[src/rtl/fetch_stage_pkg.sv]
// rtl/fetch_stage_pkg.sv - shared fetch-stage types and constants
package fetch_stage_pkg;

   localparam int INSN_BYTES = 4;

   // Packet mask field is sized for the widest supported lane mask;
   // the top zero-extends its EXEC_MASK_W mask into it.
   localparam int PKT_MASK_W = 32;

   typedef enum logic [2:0] {
      S_REQ,
      S_WAIT_RSP,
      S_PUSH,
      S_DRAIN,
      S_HALTED
   } fetch_state_t;

   typedef struct packed {
      logic [PKT_MASK_W-1:0] exec_mask;
      logic [63:0]           pc;
      logic [31:0]           insn;
   } fetch_pkt_t;

endpackage

[src/rtl/fetch_stage_if.sv]
// rtl/fetch_stage_if.sv - imem, decode, redirect and halt signals of the fetch stage
interface fetch_stage_if #(
   parameter int EXEC_MASK_W = 4
);
   logic                   imem_req_valid;
   logic [63:0]            imem_req_addr;
   logic                   imem_req_ready;
   logic                   imem_rsp_valid;
   logic [31:0]            imem_rsp_data;
   logic                   dec_valid;
   logic [63:0]            dec_pc;
   logic [31:0]            dec_insn;
   logic [EXEC_MASK_W-1:0] dec_exec_mask;
   logic                   dec_ready;
   logic                   redir_valid;
   logic [63:0]            redir_pc;
   logic [EXEC_MASK_W-1:0] redir_mask;
   logic                   halt;

   modport master (
      output imem_req_valid, imem_req_addr,
      input  imem_req_ready, imem_rsp_valid, imem_rsp_data,
      output dec_valid, dec_pc, dec_insn, dec_exec_mask,
      input  dec_ready, redir_valid, redir_pc, redir_mask, halt
   );

   modport slave (
      input  imem_req_valid, imem_req_addr,
      output imem_req_ready, imem_rsp_valid, imem_rsp_data,
      input  dec_valid, dec_pc, dec_insn, dec_exec_mask,
      output dec_ready, redir_valid, redir_pc, redir_mask, halt
   );
endinterface

[src/rtl/fetch_stage_pkt_reg.sv]
// rtl/fetch_stage_pkt_reg.sv - valid/ready holding register for the fetch-to-decode packet
module fetch_pkt_reg
   import fetch_stage_pkg::*;
(
   input  logic       clk,
   input  logic       rst_n,
   input  logic       i_load,
   input  logic       i_clear,
   input  logic       i_ready,
   input  fetch_pkt_t i_pkt,
   output logic       o_valid,
   output fetch_pkt_t o_pkt
);

   logic       r_valid;
   fetch_pkt_t r_pkt;

   // Hold the packet stable until decode takes it; a clear (redirect/halt) discards it.
   always_ff @(posedge clk or negedge rst_n) begin
      if (!rst_n) begin
         r_valid         <= 1'b0;
         r_pkt.exec_mask <= '1;
         r_pkt.pc        <= '0;
         r_pkt.insn      <= '0;
      end else if (i_clear) begin
         r_valid <= 1'b0;
      end else if (i_load) begin
         r_valid <= 1'b1;
         r_pkt   <= i_pkt;
      end else if (r_valid && i_ready) begin
         r_valid <= 1'b0;
      end
   end

   assign o_valid = r_valid;
   assign o_pkt   = r_pkt;

endmodule

[src/rtl/fetch_stage.sv]
// rtl/fetch_stage.sv - instruction fetch FSM; define FETCH_STAGE_TRACE_EN for a per-packet trace
module fetch_stage
   import fetch_stage_pkg::*;
#(
   parameter int          CORE_ID     = 0,
   parameter logic [63:0] RESET_PC    = 64'h0,
   parameter int          EXEC_MASK_W = 4
) (
   input logic           clk,
   input logic           rst_n,
   fetch_stage_if.master bus
);

   localparam int lp_unused_core_id = CORE_ID;

   fetch_state_t           r_state;
   fetch_state_t           w_next_state;
   logic [63:0]            r_pc;
   logic [63:0]            w_next_pc;
   logic [EXEC_MASK_W-1:0] r_mask;
   logic [EXEC_MASK_W-1:0] w_next_mask;
   logic                   r_req_valid;
   logic                   r_halt_pend;
   logic                   w_req_fire;
   logic                   w_halt_seen;
   logic                   w_load;
   logic                   w_clear;
   logic                   w_dec_valid;
   fetch_pkt_t             w_pkt_in;
   fetch_pkt_t             w_pkt_out;
   logic                   w_unused_mask_hi;

   assign w_req_fire  = r_req_valid && bus.imem_req_ready;
   assign w_halt_seen = r_halt_pend || bus.halt;

   // Next state, next PC/mask and packet load/clear; halt beats redirect beats accept.
   always_comb begin
      w_next_state = r_state;
      w_next_pc    = r_pc;
      w_next_mask  = r_mask;
      w_load       = 1'b0;
      w_clear      = 1'b0;
      case (r_state)
         S_REQ: begin
            // A request taken this cycle leaves a response in flight, so drain it first.
            if (bus.halt) begin
               w_next_state = w_req_fire ? S_DRAIN : S_HALTED;
            end else if (bus.redir_valid) begin
               w_next_pc    = bus.redir_pc;
               w_next_mask  = bus.redir_mask;
               w_next_state = w_req_fire ? S_DRAIN : S_REQ;
            end else if (w_req_fire) begin
               w_next_state = S_WAIT_RSP;
            end
         end
         S_WAIT_RSP: begin
            // A response arriving with the halt/redirect is the outstanding one: drop it here.
            if (bus.halt) begin
               w_next_state = bus.imem_rsp_valid ? S_HALTED : S_DRAIN;
            end else if (bus.redir_valid) begin
               w_next_pc    = bus.redir_pc;
               w_next_mask  = bus.redir_mask;
               w_next_state = bus.imem_rsp_valid ? S_REQ : S_DRAIN;
            end else if (bus.imem_rsp_valid) begin
               w_load       = 1'b1;
               w_next_state = S_PUSH;
            end
         end
         S_PUSH: begin
            if (bus.halt) begin
               w_clear      = 1'b1;
               w_next_state = S_HALTED;
            end else if (bus.redir_valid) begin
               w_clear      = 1'b1;
               w_next_pc    = bus.redir_pc;
               w_next_mask  = bus.redir_mask;
               w_next_state = S_REQ;
            end else if (bus.dec_ready) begin
               w_next_pc    = r_pc + 64'(INSN_BYTES);
               w_next_state = S_REQ;
            end
         end
         S_DRAIN: begin
            if (bus.redir_valid && !w_halt_seen) begin
               w_next_pc   = bus.redir_pc;
               w_next_mask = bus.redir_mask;
            end
            if (bus.imem_rsp_valid) begin
               w_next_state = w_halt_seen ? S_HALTED : S_REQ;
            end
         end
         S_HALTED: begin
            w_next_state = S_HALTED;
         end
         default: begin
            w_next_state = S_REQ;
         end
      endcase
   end

   // State, PC, mask, sticky halt and registered request-valid.
   always_ff @(posedge clk or negedge rst_n) begin
      if (!rst_n) begin
         r_state     <= S_REQ;
         r_pc        <= RESET_PC;
         r_mask      <= '1;
         r_req_valid <= 1'b0;
         r_halt_pend <= 1'b0;
      end else begin
         r_state     <= w_next_state;
         r_pc        <= w_next_pc;
         r_mask      <= w_next_mask;
         r_req_valid <= (w_next_state == S_REQ);
         r_halt_pend <= w_halt_seen;
      end
   end

   assign w_pkt_in.exec_mask = PKT_MASK_W'(r_mask);
   assign w_pkt_in.pc        = r_pc;
   assign w_pkt_in.insn      = bus.imem_rsp_data;

   fetch_pkt_reg u_pkt_reg (
      .clk     (clk),
      .rst_n   (rst_n),
      .i_load  (w_load),
      .i_clear (w_clear),
      .i_ready (bus.dec_ready),
      .i_pkt   (w_pkt_in),
      .o_valid (w_dec_valid),
      .o_pkt   (w_pkt_out)
   );

   assign w_unused_mask_hi = ^w_pkt_out.exec_mask;

   assign bus.imem_req_valid = r_req_valid;
   assign bus.imem_req_addr  = r_pc;
   assign bus.dec_valid      = w_dec_valid;
   assign bus.dec_pc         = w_pkt_out.pc;
   assign bus.dec_insn       = w_pkt_out.insn;
   assign bus.dec_exec_mask  = w_pkt_out.exec_mask[EXEC_MASK_W-1:0];

`ifdef FETCH_STAGE_TRACE_EN
   // Trace each packet on the cycle decode accepts it.
   always_ff @(posedge clk) begin
      if (rst_n && w_dec_valid && bus.dec_ready) begin
         $display("FETCH[%0d] send: %h %h", lp_unused_core_id, w_pkt_out.pc, w_pkt_out.insn);
      end
   end
`else
`endif

endmodule
[src/flat_wrapper.sv]
// flat-port wrapper written by rule: the top's interface ports become plain ports
module fetch_stage_flat import fetch_stage_pkg::*;
#(
   parameter int          CORE_ID     = 0,
   parameter logic [63:0] RESET_PC    = 64'h0,
   parameter int          EXEC_MASK_W = 4
)
  (clk, rst_n, bus_imem_req_valid, bus_imem_req_addr, bus_imem_req_ready, bus_imem_rsp_valid, bus_imem_rsp_data, bus_dec_valid, bus_dec_pc, bus_dec_insn, bus_dec_exec_mask, bus_dec_ready, bus_redir_valid, bus_redir_pc, bus_redir_mask, bus_halt);
  fetch_stage_if #(.EXEC_MASK_W(EXEC_MASK_W)) bus_i ();
  input logic clk;
  input logic rst_n;
  output wire logic [$bits(bus_i.imem_req_valid)-1:0] bus_imem_req_valid;
  output wire logic [$bits(bus_i.imem_req_addr)-1:0] bus_imem_req_addr;
  input wire logic [$bits(bus_i.imem_req_ready)-1:0] bus_imem_req_ready;
  input wire logic [$bits(bus_i.imem_rsp_valid)-1:0] bus_imem_rsp_valid;
  input wire logic [$bits(bus_i.imem_rsp_data)-1:0] bus_imem_rsp_data;
  output wire logic [$bits(bus_i.dec_valid)-1:0] bus_dec_valid;
  output wire logic [$bits(bus_i.dec_pc)-1:0] bus_dec_pc;
  output wire logic [$bits(bus_i.dec_insn)-1:0] bus_dec_insn;
  output wire logic [$bits(bus_i.dec_exec_mask)-1:0] bus_dec_exec_mask;
  input wire logic [$bits(bus_i.dec_ready)-1:0] bus_dec_ready;
  input wire logic [$bits(bus_i.redir_valid)-1:0] bus_redir_valid;
  input wire logic [$bits(bus_i.redir_pc)-1:0] bus_redir_pc;
  input wire logic [$bits(bus_i.redir_mask)-1:0] bus_redir_mask;
  input wire logic [$bits(bus_i.halt)-1:0] bus_halt;
  assign bus_imem_req_valid = bus_i.imem_req_valid;
  assign bus_imem_req_addr = bus_i.imem_req_addr;
  assign bus_i.imem_req_ready = bus_imem_req_ready;
  assign bus_i.imem_rsp_valid = bus_imem_rsp_valid;
  assign bus_i.imem_rsp_data = bus_imem_rsp_data;
  assign bus_dec_valid = bus_i.dec_valid;
  assign bus_dec_pc = bus_i.dec_pc;
  assign bus_dec_insn = bus_i.dec_insn;
  assign bus_dec_exec_mask = bus_i.dec_exec_mask;
  assign bus_i.dec_ready = bus_dec_ready;
  assign bus_i.redir_valid = bus_redir_valid;
  assign bus_i.redir_pc = bus_redir_pc;
  assign bus_i.redir_mask = bus_redir_mask;
  assign bus_i.halt = bus_halt;
  fetch_stage #(.CORE_ID(CORE_ID), .RESET_PC(RESET_PC), .EXEC_MASK_W(EXEC_MASK_W)) u_core (.clk(clk), .rst_n(rst_n), .bus(bus_i));
endmodule
[config.mk]
export PLATFORM = sky130hd
export DESIGN_NAME = fetch_stage_flat
export DESIGN_NICKNAME = d
export VERILOG_FILES = /design/src/rtl/fetch_stage_pkg.sv /design/src/rtl/fetch_stage_if.sv /design/src/rtl/fetch_stage_pkt_reg.sv /design/src/rtl/fetch_stage.sv /design/src/flat_wrapper.sv
export SDC_FILE = /design/constraint.sdc
export NUM_CORES = 1
export LEC_CHECK = 0
export CAP_MARGIN = 40
export CORE_MARGIN = 4
export CORE_UTILIZATION = 43
export DETAILED_ROUTE_END_ITERATION = 10
export PLACE_DENSITY = 0.78
export SYNTH_ARGS = -nofsm -noshare
export SYNTH_HDL_FRONTEND = slang
export SYNTH_SLANG_ARGS = --single-unit
[constraint.sdc]
create_clock -name clk -period 2.2 [get_ports clk]
set_clock_uncertainty 0.05 [all_clocks]
set_input_delay 0.22 -clock clk [delete_from_list [all_inputs] [get_ports clk]]
set_output_delay 0.22 -clock clk [all_outputs]
set_load 0.02 [all_outputs]
# After elaboration in Yosys (flattened, before gate mapping)

Cells that the tools add are included.

Add/subtract/negate cells: 1
Multiply operators: 0
Divide/modulo/power cells: 0
Magnitude comparators: 0
Equality and inequality tests: 11
Shifts and indexed selects: 0
Muxes and demuxes: 37
Bitwise logic cells: 1
Reduce and logical (&&, ||, !) cells: 15

Operators by type and width:

| kind                  | count |
|---|---|
| $mux 64               | 6 |
| $pmux 64 s3           | 1 |
| $add 64x3->64 const B | 1 |
| $mux 3                | 13 |
| $pmux 3 s5            | 1 |
| $mux 4                | 3 |
| $mux 1                | 10 |
| $pmux 4 s2            | 1 |
| $eq 3x2->1 const B    | 2 |
| $logic_not 3->1       | 2 |
| $ne 2x1->1 const B    | 3 |
| $ne 2x2->1 const B    | 3 |
| $reduce_and 6->1      | 1 |
| $reduce_bool 3->1     | 2 |
| $mux 2                | 2 |
| $reduce_and 4->1      | 1 |
| $eq 3x1->1 const B    | 1 |
| $eq 3x3->1 const B    | 1 |
| $logic_and 1x1->1     | 3 |
| $ne 3x3->1 const B    | 1 |
| $reduce_or 3->1       | 1 |
| $reduce_and 2->1      | 1 |
| $reduce_bool 2->1     | 1 |
| $reduce_or 2->1       | 1 |
| 3 further kinds       | 3 |

Bits in registers: 174
Latch bits: 0
RAM bits: 0
ROM bits: 0
Input bits: 107
Output and inout bits: 166
Word-level logic and storage cells: 74
Memories: 0

# Depth between registers and ports, before layout

Depth in word-level cells: 6
Gate-level depth with buffers: 8
Gate-level depth less buffers: 6

# Hierarchy

From an unflattened synthesis, not the netlist that was laid out.

Cells, all modules: 859
Area, all modules: 9821.9 µm²

By module, submodules not included:

| module        | times used | cells an instance | area an instance (µm²) | seq. area each (µm²) |
|---|---|---|---|---|
| fetch_pkt_reg | 1          | 275               | 4916.0                 | 3268.1 |
| fetch_stage   | 1          | 584               | 4906.0                 | 1831.8 |

# Worst setup path after synthesis

OpenSTA, ideal clock, no wires.

Path kind: reg-to-reg
From: reg u_core.r_pc[2], in the netlist u_core.bus.imem_req_addr[2]
To: reg u_core.r_pc[46], in the netlist u_core.bus.imem_req_addr[46]
Library setup time: 0.099 ns
Data arrival time: 2.198 ns
Slack: -0.148 ns
Cell stages (with the launch flop): 7
Buffers on the path: 0
Period minus slack after synthesis: 2.348 ns
Path through: dfrtp_1 > ha_1 > nand3_4 > or4_4 > nor4b_4 > a211oi_1 > a311oi_1

Longest elaborated chain between the ends: 5

RTL lines:

| what                   | line               | RTL |
|---|---|---|
| start, declared        | fetch_stage.sv:18  | `logic [63:0] r_pc;` |
| start signal, assigned | fetch_stage.sv:111 | `r_pc <= w_next_pc;` |
| $add 64x3->64          | fetch_stage.sv:79  | `w_next_pc = r_pc + 64'(INSN_BYTES);` |
| $mux 64                | fetch_stage.sv:78  | `end else if (bus.dec_ready) begin` |
| $mux 64                | fetch_stage.sv:73  | `end else if (bus.redir_valid) begin` |
| $mux 64                | fetch_stage.sv:70  | `if (bus.halt) begin` |
| $pmux 64 s3            | fetch_stage.sv:43  | `case (r_state)` |

No other way between the ends. The select of a mux whose other input is x is not followed.
A chain may end at the register's enable or synchronous reset.

# Worst setup path after layout

From: reg u_core.r_pc[3], in the netlist u_core.bus.imem_req_addr[3]
To: reg u_core.r_pc[46], in the netlist u_core.bus.imem_req_addr[46]

Same word-level chain as after synthesis.

==> summary.txt <==
Run status
  – Outcome: complete, no violations

Routing
  – Overall routed net length: 29.3 mm
  – Post-route ant nets: 0
  – Number of iterations in the first detailed-routing pass: 6
  – Average wire per standard cell: 20.1 µm
  – Overall via count from detail_route: 8,484
  – Detailed-route DRC error count: 0
  – Starting DRT DRC Count: 948
  – Routed vias/inst: 5.81

Setup path
  – Endpoint class of the critical path: flop
  – Required arrival time at the worst endpoint: 2480 ps
  – Maximum fanout encountered on the critical timing path: 7
  – Kind of start point of the critical path: flop
  – WS Path Type: reg2reg
  – Delay of the slowest cell on the worst path: 520 ps
  – Sequence of cells on the critical path: ha_2 > nand3_4 > or4_4 > nor4b_4 > buf_12 > a211oi_1 > a311oi_1
  – Critical Path Slowest Stage Cell: sky130_fd_sc_hd__or4_4
  – CP arrival: 2420 ps

Timing
  – Post-layout min period: 2140 ps
  – Setup violations, final: 0
  – Final cycle utilization of the critical path: 97.4%
  – RSZ-0062 raised after global routing: yes
  – Final critical-path setup slack: 57.4 ps
  – Sum Neg Setup Slack: 0 ps
  – Max-slew violations: 0
  – Slew Limit Headroom: 64.2%
  – Total count of hold-check failures in the final report: 0
  – Fmax: 0.467 GHz
  – Slew of the pin with the lowest slew margin: 536 ps

Synthesis
  – Fraction of synthesis flops using an asynchronous set or reset pin: 100%
  – Mapped Cells: 838
  – Post-synth design cell area: 8710 µm²
  – Net count after synthesis: 946
  – Number of synthesized flops with an enable pin: 0
  – Ranking of synthesized cells by area: sky130_fd_sc_hd__dfrtp_1 (48%), sky130_fd_sc_hd__mux2_2 (12%), sky130_fd_sc_hd__nand2_1 (3.4%), sky130_fd_sc_hd__a21oi_1 (2.5%), sky130_fd_sc_hd__dfstp_2 (2.4%)
  – Count of state elements after synthesis: 174
  – Average cell area after synthesis: 10.4 µm²
  – Sequential fraction of the synthesis area: 50.1%
  – Synth warn: 0
  – Top flip-flop cell by instance count after synthesis: sky130_fd_sc_hd__dfrtp_1
  – Area share of the largest cell type after synthesis: 47.7%
  – Top cells by count, synth: sky130_fd_sc_hd__dfrtp_1 (166), sky130_fd_sc_hd__mux2_2 (89), sky130_fd_sc_hd__nand2_1 (80)
  – Leading cell type by number of instances after synthesis: sky130_fd_sc_hd__dfrtp_1
  – Cell taking the most area after synthesis: sky130_fd_sc_hd__dfrtp_1
  – Cell variety after synth: 67

Final layout
  – Layout net count: 1,290
  – Final design area excluding fillers: 13,100 µm²
  – Area taken by flip-flops and latches: 4370 µm²
  – Area grow syn2layout: 50.9%
  – Utilization after layout: 66.6%
  – Non-filler instance count after layout: 1,460
  – N_diodes: 0
  – Fraction of final layout cells with drive strength greater than 1: 23.1%
  – Fillers: 1,532
  – Area of combinational cells with multiple inputs: 4090 µm²

Floorplanning
  – Core outline area: 19,700 µm²
  – I/O pin total: 273
  – Die Ht: 150 µm
  – Die width: 150 µm
  – Initial core utilization: 44.2%
  – Cell Rows: 51
  – Die area: 22,600 µm²

Place
  – Placed cells: 1,426
  – HPWL after detailed placement: 21.6 mm
  – Gpl congestion: 0.969
  – Port Buffer Count: 272
  – Cell Area, Placed: 12,500 µm²
  – Pre-CTS setup slack: -233 ps

Clock network
  – Root buf cell: sky130_fd_sc_hd__clkbuf_16
  – Clock Sinks: 174
  – Number of buffers between clock root and the deepest sink: 2
  – TritonCTS clock tree: done
  – Clock buffer count from CTS: 17
  – CTS clk-pin slew, worst paths: 80 ps
  – Clock latency reported for the late side of the worst-skew pair: 440 ps
  – Number of H-tree levels: 4

Global route
  – Number of antenna violations at the first check in global routing: 1
  – Combined global-route utilization of all metal layers: 25.9%
  – Remaining global-route overflow: 0
  – Pin count of the biggest net entering global routing: 64
  – Via count of the first global-routing pass: 8,567
  – First-pass GRT wire length: 46.2 mm

Power and ir drop
  – Static leakage: 5.71 nW
  – Peak supply drop: 0.662 mV
  – Pwr Density: 1040 nW/µm²

Run
  – Max Cap Viol: 0

Hold path
  – Class of the tightest hold or removal check: in2reg
report_power, final:
group,total (W),switching [W],internal (W)
clock network,0.00310,0.00148,0.00162
registers,0.00474,0.000742,0.00400
logic,0.00587,0.00314,0.00273
total,0.0137,0.00536,0.00835
flip-flops by register name, summed over array words and instances (netlist names):
signal and cells:
u_core.r_state 3, u_core.bus.imem_req_addr 64, u_core.u_pkt_reg.o_pkt 100, u_core.r_halt_pend 1
u_core.u_pkt_reg.o_valid 1, u_core.bus.imem_req_valid 1, u_core.r_mask 4
critical path: cells and delay by family (launching register included):
family / cells / cell delay, ps
compound gates: 2 / 300
fa+ha+maj: 1 / 200
buf+inv: 1 / 170
flops: 1 / 370
simple gates: 3 / 930
per-stage QoR:
stage / total power [W] / hold slack, ps
final: 0.0137 / 221
after global routing: 0.0144 / 221
after CTS: 0.0136 / 209
after detailed placement: 0.0105 / 203
after global placement: 0.0104 / 197
after floorplan: 0.00726 / -126
kinds of logic (layout without fill, tap and decap cells):
| group | Yosys count | count (layout) | share of synthesized area, % |
|---|---|---|---|
| multiplexers | 94 | 94 | 12.1 |
| buffers and inverters | 71 | 428 | 3.41 |
| AND/OR/NAND/NOR | 318 | 318 | 20.5 |
| adder cells (fa/ha/maj) | 1 | 1 | 0.144 |
| AO/OA/AOI/OAI | 180 | 180 | 13.7 |
| flip-flops | 174 | 174 | 50.1 |
per-layer routing:
metal	GRT usage [%]	routed length [µm]	share of wire, %	up-vias
met5	0	20	0.068	-
met4	8.23	756	2.6	2
met3	6.02	2640	9.0	63
met2	41.7	13900	47	478
met1	34.7	12000	41	4100
li1	-	-	-	3841
layout by cell type (no fill, tap or decap), drive strengths merged, types with 6 or more instances in the layout:
master and instances:
inv 18, a311oi 8, nand2 80, and4 7, or3 11, dfrtp 166, o22a 8, nor3 19
nor4 20, clkinv 6, a22oi 9, or4 8, dfstp 8, mux2 89, clkdlybuf4s50 271, o22ai 15
buf 111, o21ai 40, nand3 42, o211ai 8, and3 20, clkbuf 18, nand4 35, a211oi 7
a21oi 44, a2bb2oi 9, nor2 49
worst paths after layout:
kind / from / slack, ps / to / cells past startpoint
max reg2reg: u_core.bus.imem_req_addr[3]$_DFFE_PN0P_ / 60 / u_core.bus.imem_req_addr[46]$_DFFE_PN0P_ / 7
min reg2reg: u_core.r_mask[2]$_DFFE_PN1P_ / 410 / u_core.r_mask[2]$_DFFE_PN1P_ / 2
min in group asynchronous: rst_n / 280 / u_core.u_pkt_reg.o_pkt[44]$_DFFE_PN0P_ / 2
min: bus_redir_mask[1] / 220 / u_core.r_mask[1]$_DFFE_PN1P_ / 3
max: u_core.bus.imem_req_addr[3]$_DFFE_PN0P_ / 60 / u_core.bus.imem_req_addr[46]$_DFFE_PN0P_ / 7
max in group asynchronous: rst_n / 1110 / u_core.r_mask[3]$_DFFE_PN1P_ / 3
final cells by class:
class / count / area share (%)
clock inverter: 15 / 1.33
multi-input combinational: 593 / 31.1
clock buffer: 17 / 3.24
tap: 265 / 2.52
inverter: 12 / 0.343
timing repair buffer: 384 / 28.2
sequential: 174 / 33.3
what timing repair did:
item                                    in CTS  in global routing
hold buffers                                 1                  0
setup buffers                                0                  1
resized for setup                            0                  6
endpoints found under the setup margin       0                  5
endpoints found under the hold margin       55                  0
Note: power is estimated with default switching activity, not from simulation.
